File: src/rtl/load_store_unit.sv
// Sub-word load/store adapter in front of a word-only memory: RMW for SB/SH, sign/zero extension for loads.
// Build option: define LSU_MISALIGN_TRAP_EN to fault misaligned H/W accesses instead of force-aligning them.
module load_store_unit #(
  parameter int ADDR_BITS = 12
) (
  input  logic        clk,
  input  logic        reset,
  input  logic        req_valid,
  output logic        req_ready,
  input  logic        req_is_store,
  input  logic [2:0]  req_funct3,
  input  logic [31:0] req_addr,
  input  logic [31:0] req_wdata,
  output logic        resp_valid,
  input  logic        resp_ready,
  output logic [31:0] resp_rdata,
  output logic        resp_fault,
  output logic [31:0] mem_addr,
  output logic [31:0] mem_wdata,
  output logic        mem_wr_en,
  output logic        mem_rd_en,
  input  logic [31:0] mem_rdata
);

  localparam logic [31:0] ADDR_MASK = (ADDR_BITS >= 32) ? 32'hFFFF_FFFF
                                    : ((32'd1 << ADDR_BITS) - 32'd1);

  typedef enum logic [2:0] {
    IDLE  = 3'd0,
    RD    = 3'd1,
    WR    = 3'd2,
    MERGE = 3'd3,
    RESP  = 3'd4
  } state_t;

  state_t      state, state_next;
  logic        accept;
  logic        illegal, fault_dec;
  logic [1:0]  off_dec;

  logic        store_q, fault_q;
  logic [2:0]  funct3_q;
  logic [1:0]  off_q;
  logic [29:0] word_addr_q;
  logic [31:0] wdata_q, word_q;
  logic [31:0] aligned_addr;

  function automatic logic [31:0] extend_load(input logic [31:0] word,
                                              input logic [1:0]  off,
                                              input logic [2:0]  f3);
    logic signed [7:0]  b;
    logic signed [15:0] h;
    b = word[{off, 3'b000} +: 8];
    h = word[{off[1], 4'b0000} +: 16];
    case (f3)
      3'b000:  return 32'(b);
      3'b001:  return 32'(h);
      3'b100:  return {24'd0, b};
      3'b101:  return {16'd0, h};
      default: return word;
    endcase
  endfunction

  function automatic logic [31:0] merge_store(input logic [31:0] word,
                                              input logic [15:0] data,
                                              input logic [1:0]  off,
                                              input logic        half);
    logic [31:0] m;
    m = word;
    if (half) m[{off[1], 4'b0000} +: 16] = data;
    else      m[{off, 3'b000} +: 8]      = data[7:0];
    return m;
  endfunction

  assign accept       = (state == IDLE) && req_valid && !reset;
  assign aligned_addr = {word_addr_q, 2'b00} & ADDR_MASK;

  // Request decode, evaluated on the raw request fields at the accept edge
  always_comb begin
    illegal   = (req_funct3 == 3'b011) || (req_funct3[2:1] == 2'b11) ||
                (req_is_store && req_funct3[2]);
    off_dec   = req_addr[1:0];
`ifdef LSU_MISALIGN_TRAP_EN
    fault_dec = illegal ||
                (req_funct3[1:0] == 2'b01 && req_addr[0]) ||
                (req_funct3[1:0] == 2'b10 && req_addr[1:0] != 2'b00);
`else
    fault_dec = illegal;
    if (req_funct3[1:0] == 2'b01)      off_dec[0] = 1'b0;
    else if (req_funct3[1:0] == 2'b10) off_dec    = 2'b00;
`endif
  end

  always_ff @(posedge clk) begin
    if (reset) state <= IDLE;
    else       state <= state_next;
  end

  always_ff @(posedge clk) begin
    if (accept) begin
      store_q     <= req_is_store;
      funct3_q    <= req_funct3;
      word_addr_q <= req_addr[31:2];
      off_q       <= off_dec;
      wdata_q     <= req_wdata;
      fault_q     <= fault_dec;
    end
    if (state == RD) word_q <= mem_rdata;
  end

  // Write enables are gated by reset so a WR/MERGE cycle under reset never commits
  always_comb begin
    state_next = state;
    req_ready  = 1'b0;
    resp_valid = 1'b0;
    resp_rdata = 32'd0;
    resp_fault = 1'b0;
    mem_addr   = 32'd0;
    mem_wdata  = 32'd0;
    mem_wr_en  = 1'b0;
    mem_rd_en  = 1'b0;
    case (state)
      IDLE: begin
        req_ready = !reset;
        if (accept) begin
          if (fault_dec)                           state_next = RESP;
          else if (!req_is_store)                  state_next = RD;
          else if (req_funct3[1:0] == 2'b10)       state_next = WR;
          else                                     state_next = RD;
        end
      end
      RD: begin
        mem_rd_en  = !reset;
        mem_addr   = aligned_addr;
        state_next = store_q ? MERGE : RESP;
      end
      WR: begin
        mem_wr_en  = !reset;
        mem_addr   = aligned_addr;
        mem_wdata  = wdata_q;
        state_next = RESP;
      end
      MERGE: begin
        mem_wr_en  = !reset;
        mem_addr   = aligned_addr;
        mem_wdata  = merge_store(word_q, wdata_q[15:0], off_q, funct3_q[0]);
        state_next = RESP;
      end
      RESP: begin
        resp_valid = 1'b1;
        resp_fault = fault_q;
        if (!fault_q && !store_q) resp_rdata = extend_load(word_q, off_q, funct3_q);
        if (resp_ready) state_next = IDLE;
      end
      default: state_next = IDLE;
    endcase
  end

endmodule

File: config.mk
export PLATFORM = sky130hd
export DESIGN_NAME = load_store_unit
export DESIGN_NICKNAME = d
export VERILOG_FILES = /design/src/rtl/load_store_unit.sv
export SDC_FILE = /design/constraint.sdc
export NUM_CORES = 1
export LEC_CHECK = 0
export ABC_CLOCK_PERIOD_IN_PS = 6400
export CORE_MARGIN = 1.5
export CORE_UTILIZATION = 46
export DETAILED_ROUTE_END_ITERATION = 10
export PLACE_DENSITY = 0.83
export RECOVER_POWER = 25
export SLEW_MARGIN = 20
export SYNTH_ARGS = -nofsm -noshare
export SYNTH_HDL_FRONTEND = slang
export SYNTH_SLANG_ARGS = --single-unit
File: constraint.sdc
create_clock -name clk -period 6.4 [get_ports clk]
set_clock_uncertainty 0.2 [all_clocks]
set_input_delay 0.96 -clock clk [delete_from_list [all_inputs] [get_ports clk]]
set_output_delay 0.96 -clock clk [all_outputs]
set_load 0.1 [all_outputs]
# Word level (Yosys, flattened, before mapping)
# Index checks and enable logic that the tools add are counted.
[word_totals]
register_bits = 84
latchBits = 0
ram_bits = 0
romBits = 0
in_bits = 104
elab_cells = 67
n_memories = 0
[classes]
add_sub_neg = 2
multipliers = 0
div_mod_pow = 0
n_lt_le_gt_ge = 0
n_eq_ne = 13
n_shift = 6
mux = 22
n_bitwise = 0
n_reduce_logical = 15
[ops]
columns = ["op", "count"]
rows = [
  ["case mux 32 bit (4 select lines)", 1],
  ["two-way mux 32 bit", 3],
  ["bitwise mux 32 bit", 2],
  ["case mux 32 bit (2 select lines)", 1],
  ["variable shift 16 x 7 -> 32 bit, first input constant", 1],
  ["variable shift 8 x 7 -> 32 bit, first input constant", 1],
  ["indexed part select 16 x 7 -> 32 bit", 1],
  ["indexed part select 32 x 6 -> 16 bit", 1],
  ["indexed part select 32 x 6 -> 8 bit", 1],
  ["indexed part select 8 x 7 -> 32 bit", 1],
  ["negator 5 -> 7 bit", 2],
  ["two-way mux 12 bit", 1],
  ["two-way mux 3 bit", 4],
  ["case mux 3 bit (4 select lines)", 1],
  ["equality test 3 x 2 -> 1 bit, second input constant", 3],
  ["equality test 3 bit, second input constant", 3],
  ["equality test 3 x 1 -> 1 bit, second input constant", 2],
  ["logical NOT 3 bit", 2],
  ["two-way mux 1 bit", 6],
  ["two-way mux 2 bit", 3],
  ["equality test 2 bit, second input constant", 2],
  ["logical AND 1 bit", 4],
  ["inequality test 2 bit, second input constant", 2],
  ["OR reduction 2 bit", 2],
  ["5 further kinds", 8],
]

# Logic depth before layout (Yosys ltp)
[depth]
ltp_word = 6
mapped_depth = 8
ltp_nobuf = 6

# Least setup slack after synthesis
# OpenSTA, ideal clock, no wires.
[synth_path]
path_type = "reg-to-output"
start = "register off_q[1]"
end = "output mem_wdata[24]"
arrival_ns = 6.371
required_time_ns = 5.240
slack_ns = -1.131
path_stages_with_launch = 8
n_path_buf = 2
cell_sequence = "edfxtp_1 > buf_4 > buf_2 > inv_1 > ha_1 > nor4_4 > a221oi_1 > a2111oi_0"
[synth_between]
elab_chain_len = 5
elab_cells_between_ends = 10
classes_between = "add/sub: 2; shift: 4; mux: 4"
[synth_lines]
columns = ["item", "line", "rtl"]
rows = [
  ["start: declaration", "43", "logic [1:0] off_q;"],
  ["start signal: assignment", "104", "off_q <= off_dec;"],
  ["negator 5 -> 7 bit (on tied branches)", "70, 71", ""],
  ["indexed part select 16 x 7 -> 32 bit, or another cell as far along", "70", "if (half) m[{off[1], 4'b0000} +: 16] = data;"],
  ["bitwise mux 32 bit (on tied branches)", "70, 71", ""],
  ["two-way mux 32 bit (*)", "70", ""],
  ["case mux 32 bit (2 select lines) (*)", "122", "case (state)"],
  ["end: declaration", "19", "output logic [31:0] mem_wdata,"],
]
# Mark *: on every way between the ends. The rest lies on a longest branch, timed or not.

# Worst setup path after layout
[layout_path]
start = "register off_q[0]"
end = "output mem_wdata[16]"
[layout_between]
elab_chain_len = 5
elab_cells_between_ends = 6
classes_between = "add/sub: 1; shift: 2; mux: 3"
[layout_lines]
columns = ["item", "line", "rtl"]
rows = [
  ["negator 5 -> 7 bit (*)", "71", "else m[{off, 3'b000} +: 8] = data[7:0];"],
  ["indexed part select 8 x 7 -> 32 bit or variable shift 8 x 7 -> 32 bit (tied branches)", "71", ""],
  ["bitwise mux 32 bit (*)", "71", ""],
  ["two-way mux 32 bit (*)", "70", ""],
  ["case mux 32 bit (2 select lines) (*)", "122", ""],
]
# Marks and branches as above.

==> out/qor.txt <==
first-pass GRT wire length: 20900 microns
register bit total from synthesis: 84
fin cells: 701
vias in the first global route: 3978
Final Util: 0.662
WHS: 0.461 ns
Synth Warn #: 0
Clk pin slew, worst setup/hold paths: 0.08 ns
Starting Density: 0.479
Syn Area/Cell: 11.6 sq um
Sink Count: 84
Req. time, crit path: 5.24 ns
core area: 9910 sq um
Post-synth EDFFs: 81
# diodes: 0
VDD IR max: 0.117 mV
# H-tree levels: 3
post-route setup TNS: 0 ns
clock tree from TritonCTS: yes
gr busiest metal: met2
grt met2 use: 0.408
worst setup margin: 1.08 ns
Final GP Congestion: 0.879
# IOs: 205
register area share after synthesis: 0.525
total CTS buffers: 9
P per Cell Area: 210 nW/um^2
Port Buffers: 162
WL per Instance: 19.3 microns
Post-CTS Setup Repair Bufs: 0
Initial DRC Count: 388
fin nets: 675
leakage power: 2.37 nW
overall power: 1.38 mW
Final min period: 5.32 ns
# DRC: 0
FP Rows: 36
fmax: 188 MHz
Placed Area: 6360 sq um
Total Wirelength: 13500 microns
critical path type: reg -> out
Area Overhead vs Synth: 38.1%
Max Cap Violations: 0
CTS Hold Buffers Added: 0
largest net degree at the start of global routing: 50
# resized after CTS: 0
number of detailed-route iterations in the first pass: 5
GRT Residual Overflow: 0
cell count after synthesis: 410
die area: 10900 sq um
top_reg_cell synth: edfxtp_1
CP max FO: 9
FFs w/ async S/R, synth: 0
average vias per placed instance: 5.69
Die Wd: 105 microns
post-synth cell types: 55
status: finished, final reports clean
Root Driver: clkbuf_8
Worst Hold Class: reg -> reg
Crit. End Element: output pin
RSZ-0062 raised after global routing: false
fin area: 6560 sq um
Slew Limit Fails: 0
Setup violations, final: 0
Worst Path Arrival: 4.16 ns
height of the die: 105 microns
Slew @ Worst Pin: 1.14 ns
via count: 3989
pre-CTS WS: 1.56 ns
DP HPWL: 9900 microns
antenna violations before repair: 0
period utilization: 0.831
GR Util met1: 0.303
Tot GR Track Use: 0.246
placed instance count: 685
Setup crit start kind: flip-flop
Hold Fails Final Rpt: 0
fraction of layout cells with a size suffix above 1: 0.0757
CTS max path bufs: 2
antenna-violating nets left: 0
synthesized area: 4750 sq um
GRT met3 Usage: 0.0599
worst skew pair latency: 0.35 ns
Slew Limit Headroom: 0.240
==> cells in the final DEF (no fill, tap or decap), types with 3 or more instances in the layout <==
cell,n
nor2_1,31
a211oi_1,7
nor3_2,4
a22o_1,16
a21oi_1,32
inv_1,26
inv_6,3
clkdlybuf4s50_1,101
dfxtp_1,3
nand3_1,4
nand2_1,9
buf_4,4
ha_1,8
a2111oi_1,11
dlygate4sd3_1,61
a221o_1,8
edfxtp_1,81
o22ai_1,7
mux2_2,7
a22oi_1,4
conb_1,22
a221oi_1,12
o21ai_0,7
and2_1,14
clkbuf_8,9
nor3_1,14
mux2i_1,25
==> synthesized netlist by cell type, types with 8 or more instances <==
master     number  area (sq um)
mux2i_1        25           250
nor2_1         31           116
inv_1          26          97.6
buf_2           8          40.0
buf_4          24           180
a221oi_1       12           105
a21oi_1        32           160
nor3_1         14          70.1
a221o_1         8          80.1
and2_1         15          93.8
a2111oi_0      11          96.3
nand2_1         9          33.8
edfxtp_1       81          2430
a22o_1         16           140
ha_1            8           100
==> logic make-up (layout without fill, tap and decap cells) <==
kind of cell	Yosys count	after routing	synth area share
adder cells (fa/ha/maj)	8	8	0.0211
AO/OA/AOI/OAI	114	114	0.180
other	1	22	0.000790
buffers and inverters	73	210	0.0870
flip-flops	84	84	0.525
AND/OR/NAND/NOR	98	98	0.117
multiplexers	32	32	0.0693
==> power by group <==
| part | switching (mW) | total, mW | internal [mW] |
|---|---|---|---|
| combinational | 0.232 | 0.329 | 0.0969 |
| sequential | 0.0339 | 0.673 | 0.639 |
| clock | 0.194 | 0.377 | 0.183 |
| total | 0.460 | 1.38 | 0.919 |
==> final cells by class <==
class | instances | area (sq um)
well taps | 133 | 166
inverters | 28 | 105
clock inverters | 7 | 73.8
repair buffers | 166 | 1650
multi-input cells | 274 | 1940
fillers | 750 | 3350
clock buffers | 9 | 124
flip-flops and latches | 84 | 2490
==> state kept, by name (all words and copies together), names as in the netlist <==
register,flops
word_addr_q,10
store_q,1
word_q,32
wdata_q,32
off_q,2
state,3
fault_q,1
funct3_q,3
==> worst max-delay path: stages (launching register included) <==
cell and delay (ns):
edfxtp_1 0.55, inv_1 0.29, ha_1 0.20, clkinv_1 0.29
nor4b_2 0.88, a221o_1 0.30, a22o_1 0.16, clkdlybuf4s50_1 1.13
==> layer usage <==
metal  vias up  wire length (microns)
li1       1840                      -
met1      1867                   5450
met2       245                   6440
met3        37                   1230
met4         0                    409
met5         -                      0
==> path summary, 6_finish.rpt <==
path,startpoint,endpoint,slack (ns),cells past startpoint
max,off_q[0]$_SDFFCE_PP0P_,mem_wdata[16],1.08,7
min,store_q$_DFFE_PP_,state[1]$_SDFFE_PP0P_,0.46,2
max reg2reg,state[0]$_SDFFE_PP0P_,wdata_q[21]$_DFFE_PP_,4.12,2
min reg2reg,store_q$_DFFE_PP_,state[1]$_SDFFE_PP0P_,0.46,2
(Power assumes the default switching activity.)
